<file path="config.mk">
export PLATFORM = sky130hd
export DESIGN_NAME = display_scan_ctrl
export DESIGN_NICKNAME = d
export VERILOG_FILES = /design/src/rtl/display_scan_ctrl.sv
export SDC_FILE = /design/constraint.sdc
export NUM_CORES = 1
export LEC_CHECK = 0
export BUFFER_PORTS_ARGS = -buffer_cell sky130_fd_sc_hd__buf_2
export CORE_MARGIN = 2
export CORE_UTILIZATION = 45
export DETAILED_ROUTE_END_ITERATION = 12
export MAX_ROUTING_LAYER = met4
export PLACE_DENSITY_LB_ADDON = 0.2
export SETUP_SLACK_MARGIN = 0.02
export SLEW_MARGIN = 20
export SYNTH_ARGS = -nofsm -noshare
export SYNTH_HDL_FRONTEND = slang
export SYNTH_SLANG_ARGS = --single-unit
</file>
<file path="constraint.sdc">
create_clock -name clk -period 4.4 [get_ports clk]
set_input_delay 0.88 -clock clk [delete_from_list [all_inputs] [get_ports clk]]
set_output_delay 0.88 -clock clk [all_outputs]
set_load 0.01 [all_outputs]
</file>
<file path="src/rtl/display_scan_ctrl.sv">
// -----------------------------------------------------------------------------
// display_scan_ctrl
// Sequencing controller for the two shared-segment 7-segment displays that
// show the corrected Hamming word (digit 0) and its syndrome (digit 1).
// The push-button is synchronised and debounced. Each clean press advances
// the display mode MAN_BIN -> MAN_SIN -> AUTO -> MAN_BIN. In AUTO both digits
// are time-multiplexed, with a blanking gap between them to suppress ghosting.
//
// Ports
//   clk      in   1  system clock
//   rst      in   1  asynchronous, active-high reset
//   btn_raw  in   1  unsynchronised push-button, high when pressed
//   seg_bin  in   7  decoded segments for the corrected 4-bit word
//   seg_sin  in   7  decoded segments for the 3-bit syndrome
//   seg      out  7  registered segment bus shared by both displays
//   an       out  2  registered anode enables, active-high
//                    (bit0 = word digit, bit1 = syndrome digit)
//   mode     out  2  00 MAN_BIN, 01 MAN_SIN, 10 AUTO
// -----------------------------------------------------------------------------
module display_scan_ctrl #(
   parameter int         DEB_CYCLES     = 500000,
   parameter int         REFRESH_CYCLES = 50000,
   parameter int         BLANK_CYCLES   = 500,
   parameter logic [6:0] SEG_BLANK      = 7'h7F
) (
   input  logic       clk,
   input  logic       rst,
   input  logic       btn_raw,
   input  logic [6:0] seg_bin,
   input  logic [6:0] seg_sin,
   output logic [6:0] seg,
   output logic [1:0] an,
   output logic [1:0] mode
);

   typedef enum logic [1:0] {
      MAN_BIN = 2'b00,
      MAN_SIN = 2'b01,
      AUTO    = 2'b10
   } mode_e;

   typedef enum logic [1:0] {
      DIG0   = 2'b00,
      BLANK0 = 2'b01,
      DIG1   = 2'b10,
      BLANK1 = 2'b11
   } scan_e;

   localparam int DEB_MAX = (DEB_CYCLES < 2) ? 2 : DEB_CYCLES;
   localparam int DEB_W   = $clog2(DEB_MAX);

   // One phase counter serves both lit and blank phases, so it is sized for
   // the longer of the two.
   localparam int PH_RAW = (REFRESH_CYCLES > BLANK_CYCLES) ? REFRESH_CYCLES : BLANK_CYCLES;
   localparam int PH_MAX = (PH_RAW < 2) ? 2 : PH_RAW;
   localparam int PH_W   = $clog2(PH_MAX);

   localparam logic [DEB_W-1:0] DEB_LAST = DEB_W'(DEB_CYCLES - 1);
   localparam logic [PH_W-1:0]  REF_LAST = PH_W'(REFRESH_CYCLES - 1);
   localparam logic [PH_W-1:0]  BLK_LAST = PH_W'(BLANK_CYCLES - 1);

   // ---------------------------------------------------------------------
   // State
   // ---------------------------------------------------------------------
   logic             s1_q, s2_q;
   logic             btn_db_q, btn_db_d;
   logic             btn_db_dly_q;
   logic [DEB_W-1:0] deb_cnt_q, deb_cnt_d;
   mode_e            mode_q, mode_d;
   scan_e            scan_q, scan_d;
   logic [PH_W-1:0]  ph_cnt_q, ph_cnt_d;
   logic [6:0]       seg_q, seg_d;
   logic [1:0]       an_q, an_d;
   logic             press;
   logic [PH_W-1:0]  ph_last;

   // NOTE: sequential state uses non-blocking assignments so every register
   // samples the pre-edge values of the others, regardless of statement order.
   always_ff @(posedge clk or posedge rst) begin
      if (rst) begin
         s1_q         <= 1'b0;
         s2_q         <= 1'b0;
         btn_db_q     <= 1'b0;
         btn_db_dly_q <= 1'b0;
         deb_cnt_q    <= '0;
         mode_q       <= MAN_BIN;
         scan_q       <= DIG0;
         ph_cnt_q     <= '0;
         seg_q        <= SEG_BLANK;
         an_q         <= 2'b00;
      end else begin
         s1_q         <= btn_raw;
         s2_q         <= s1_q;
         btn_db_q     <= btn_db_d;
         btn_db_dly_q <= btn_db_q;
         deb_cnt_q    <= deb_cnt_d;
         mode_q       <= mode_d;
         scan_q       <= scan_d;
         ph_cnt_q     <= ph_cnt_d;
         seg_q        <= seg_d;
         an_q         <= an_d;
      end
   end

   // ---------------------------------------------------------------------
   // Debouncer: the synchronised level must disagree with the debounced
   // level for DEB_CYCLES consecutive samples; any agreeing sample restarts.
   // ---------------------------------------------------------------------
   // NOTE: every combinational output gets a default before any branch, so no
   // path leaves a variable unassigned and no latch is inferred.
   always_comb begin
      deb_cnt_d = '0;
      btn_db_d  = btn_db_q;
      if (s2_q != btn_db_q) begin
         if (deb_cnt_q == DEB_LAST) begin
            btn_db_d = s2_q;
         end else begin
            deb_cnt_d = deb_cnt_q + DEB_W'(1);
         end
      end
   end

   // Rising edge of the debounced level only; a held button yields one press.
   assign press = btn_db_q & ~btn_db_dly_q;

   // ---------------------------------------------------------------------
   // Mode FSM
   // ---------------------------------------------------------------------
   always_comb begin
      mode_d = mode_q;
      if (press) begin
         case (mode_q)
            MAN_BIN: mode_d = MAN_SIN;
            MAN_SIN: mode_d = AUTO;
            default: mode_d = MAN_BIN;
         endcase
      end
   end

   // ---------------------------------------------------------------------
   // Scan FSM. Held at DIG0/0 outside AUTO and on the press that leaves AUTO,
   // so every entry into AUTO begins with a full-length DIG0 phase.
   // ---------------------------------------------------------------------
   assign ph_last = (scan_q == DIG0 || scan_q == DIG1) ? REF_LAST : BLK_LAST;

   always_comb begin
      scan_d   = DIG0;
      ph_cnt_d = '0;
      if (mode_q == AUTO && !press) begin
         if (ph_cnt_q == ph_last) begin
            case (scan_q)
               DIG0:    scan_d = BLANK0;
               BLANK0:  scan_d = DIG1;
               DIG1:    scan_d = BLANK1;
               default: scan_d = DIG0;
            endcase
         end else begin
            scan_d   = scan_q;
            ph_cnt_d = ph_cnt_q + PH_W'(1);
         end
      end
   end

   // ---------------------------------------------------------------------
   // Output register. Whenever AUTO is being entered, held or left, the
   // next scan state drives the pins: entry shows DIG0 on the same edge mode
   // reads AUTO, and exit shows DIG0 (identical to MAN_BIN) so there is no
   // blank gap. Manual modes follow the registered mode one cycle later.
   // ---------------------------------------------------------------------
   always_comb begin
      an_d  = 2'b00;
      seg_d = SEG_BLANK;
      if (mode_q == AUTO || mode_d == AUTO) begin
         case (scan_d)
            DIG0: begin
               an_d  = 2'b01;
               seg_d = seg_bin;
            end
            DIG1: begin
               an_d  = 2'b10;
               seg_d = seg_sin;
            end
            default: begin
               an_d  = 2'b00;
               seg_d = SEG_BLANK;
            end
         endcase
      end else begin
         case (mode_q)
            MAN_BIN: begin
               an_d  = 2'b01;
               seg_d = seg_bin;
            end
            MAN_SIN: begin
               an_d  = 2'b10;
               seg_d = seg_sin;
            end
            default: begin
               an_d  = 2'b00;
               seg_d = SEG_BLANK;
            end
         endcase
      end
   end

   assign seg  = seg_q;
   assign an   = an_q;
   assign mode = mode_q;

endmodule
</file>
==> impl_metrics.env <==
export IMPL_clockBufferDepth=2
export IMPL_vias_per_cell=5.20
export IMPL_hold_class="reg2reg"
export IMPL_synthCells=269
export IMPL_antenna_found_initial=0
export IMPL_fin_crit_ns=2.29
export IMPL_period_share=0.521
export IMPL_critPathKind="reg2reg"
export IMPL_ios=28
export IMPL_maxCapViolations=0
export IMPL_finalHoldViolations=0
export IMPL_skew_ns=0.00347
export IMPL_holdBufCountCts=0
export IMPL_cts_tree="yes"
export IMPL_grt_max_degree=53
export IMPL_postRouteAntennaNets=0
export IMPL_synth_edff_count=0
export IMPL_setup_violations_final=0
export IMPL_first_global_vias=1800
export IMPL_cp_arrival_ns=2.50
export IMPL_startpoint_type="flip-flop"
export IMPL_post_cts_resized=0
export IMPL_routedWlPerCell_um=12.6
export IMPL_drt_first_pass_iters=4
export IMPL_initial_utilization=0.470
export IMPL_core_um2=5540
export IMPL_first_iter_violations=63
export IMPL_syn_nets=290
export IMPL_vias=1918
export IMPL_globalplace_congestion=0.798
export IMPL_register_area_um2=1310
export IMPL_ys_flop_type="dfrtp_1"
export IMPL_io_buffers=27
export IMPL_cp_required_ns=4.61
export IMPL_dpl_hpwl_um=3220
export IMPL_pwr_density_cell_nw_per_um2=279
export IMPL_yosysSeqAreaShare=0.503
export IMPL_syn_avg_cell_area_um2=9.68
export IMPL_fillers=536
export IMPL_rsz0062_at_grt="no"
export IMPL_synth_warnings=0
export IMPL_clkTransAtPathRegs_ns=0.09
export IMPL_max_freq_mhz=437
export IMPL_grt_pass1_wl_um=8250
export IMPL_clk_latency_ns=0.30
export IMPL_synthToLayoutAreaGrowth_pct=11.2
export IMPL_ys_ff_latch=52
export IMPL_nNetsFinal=317
export IMPL_wirelength_um=4640
export IMPL_finalNonFillerCells=369
export IMPL_timing_setup_tns_ns=0
export IMPL_drive_gt1_frac=0.172
export IMPL_dieHeight_um=80.1
export IMPL_ys_types=43
export IMPL_setup_worst_path_start="scan_q[0]"
export IMPL_critPathMaxFanout=6
export IMPL_multi_input_area_um2=1200
export IMPL_maxSlewViolCount=0
export IMPL_grt_usage=0.166
export IMPL_maxSlewHeadroom=0.421
export IMPL_async_flop_share=1.00
export IMPL_die_width_um=80.1
export IMPL_worstReg2RegStart="scan_q[0]"
export IMPL_htreeDepth=2
export IMPL_synth_top_area_frac=0.432
export IMPL_drc=0
export IMPL_status="completed"
export IMPL_syn_area_um2=2600
export IMPL_dp_cells=361
export IMPL_die_area_um2=6410
export IMPL_antenna_cells=0
export IMPL_p_leak_nw=1.18
export IMPL_cts_setup_buffers=0
export IMPL_synth_area_top_cells="dfrtp_1 (43%), nor2_1 (7.6%), dfstp_2 (7.1%)"
export IMPL_root_buffer="clkbuf_8"
export IMPL_hold_path_depth=0
export IMPL_synth_top_cell_by_area="dfrtp_1"
export IMPL_cts_buffers=5
export IMPL_row_count=27
export IMPL_overflow=0
export IMPL_endpoint_kind="flip-flop"
export IMPL_tightest_slew_ns=0.868
export IMPL_ff2ff_path_depth=6
export IMPL_min_from="s1_q"
export IMPL_peakVddDrop_mv=0.135
export IMPL_cts_sinks=52
## flip-flops by register name, indices dropped and copies added, names as in the netlist
| name | cells |
|---|---|
| ph_cnt_q | 16 |
| deb_cnt_q | 19 |
| s1_q | 1 |
| btn_db_dly_q | 1 |
| mode | 2 |
| seg | 7 |
| an | 2 |
| btn_db_q | 1 |
| scan_q | 2 |
| s2_q | 1 |
## cells in the final DEF (no fill, tap or decap), types with 7 or more instances in the layout
cell type and count:
nor2_1 53, dfrtp_1 45, buf_2 27, xnor2_1 20
nand2_1 17, inv_1 15, nand3_1 12, xor2_1 12
nor3_1 11, dfstp_2 7
## synthesized netlist by cell type, types with 4 or more instances
| cell | instances |
|---|---|
| ha_1 | 4 |
| nand3_1 | 12 |
| nor2_1 | 53 |
| clkbuf_1 | 4 |
| nand2_1 | 17 |
| nor3_1 | 11 |
| nand4_1 | 6 |
| dfrtp_1 | 45 |
| inv_1 | 16 |
| xor2_1 | 12 |
| dfstp_2 | 7 |
| a21oi_1 | 6 |
| xnor2_1 | 20 |
| a31oi_1 | 5 |
## worst paths after layout
kind	endpoint	slack, ns
setup / recovery	seg[6]	2.11
hold / removal	s2_q	0.36
setup reg to reg	seg[6]	2.11
hold reg to reg	s2_q	0.36
max in group asynchronous	deb_cnt_q[3]	3.16
min in group asynchronous	deb_cnt_q[12]	0.72
## where the power goes
part	switching (mW)	internal, mW
logic	0.0227	0.0138
clock network	0.154	0.129
registers	0.00343	0.486
## per-layer routing
| metal | GRT usage | part of all wire | wire, um |
|---|---|---|---|
| met4 | 0.0508 | 0.014 | 67 |
| met3 | 0.0371 | 0.045 | 209 |
| met2 | 0.241 | 0.42 | 1960 |
| met1 | 0.233 | 0.52 | 2410 |
| met5 | - | 0 | 0 |
## stage by stage
stage                      util  power (mW)  setup WS [ns]  area, um2  hold slack (ns)
after detailed placement  0.505       0.537           2.15       2800            0.338
after floorplan               -       0.521           2.27       2600            0.331
final                     0.523       0.809           2.11       2900            0.356
after global routing      0.523       0.849           1.88       2900            0.389
after CTS                 0.522       0.825           2.13       2890            0.361
after global placement    0.505       0.536           2.21       2800            0.335
## logic make-up (layout without fill, tap and decap cells)
family	after synthesis	after routing	synth area share
AND/OR/NAND/NOR	127	127	0.245
buffers and inverters	23	51	0.0351
XOR/XNOR	32	32	0.108
adder cells (fa/ha/maj)	4	4	0.0192
AO/OA/AOI/OAI	26	26	0.0702
flip-flops	52	52	0.503
multiplexers	5	5	0.0202
## worst max-delay path: stages, from the launching register on
cell	delay [ns]
dfrtp_1	0.44
inv_1	0.12
ha_1	0.33
or3_1	0.36
or4_1	0.46
a31oi_1	0.34
a221oi_1	0.14
## layout make-up
class,count,area share
inverter,16,0.0212
multi-input combinational,194,0.415
clock inverter,2,0.00475
clock buffer,6,0.0285
tap,72,0.0311
sequential,52,0.452
timing repair buffer,27,0.0467
Power figures use the tool's default switching activity.
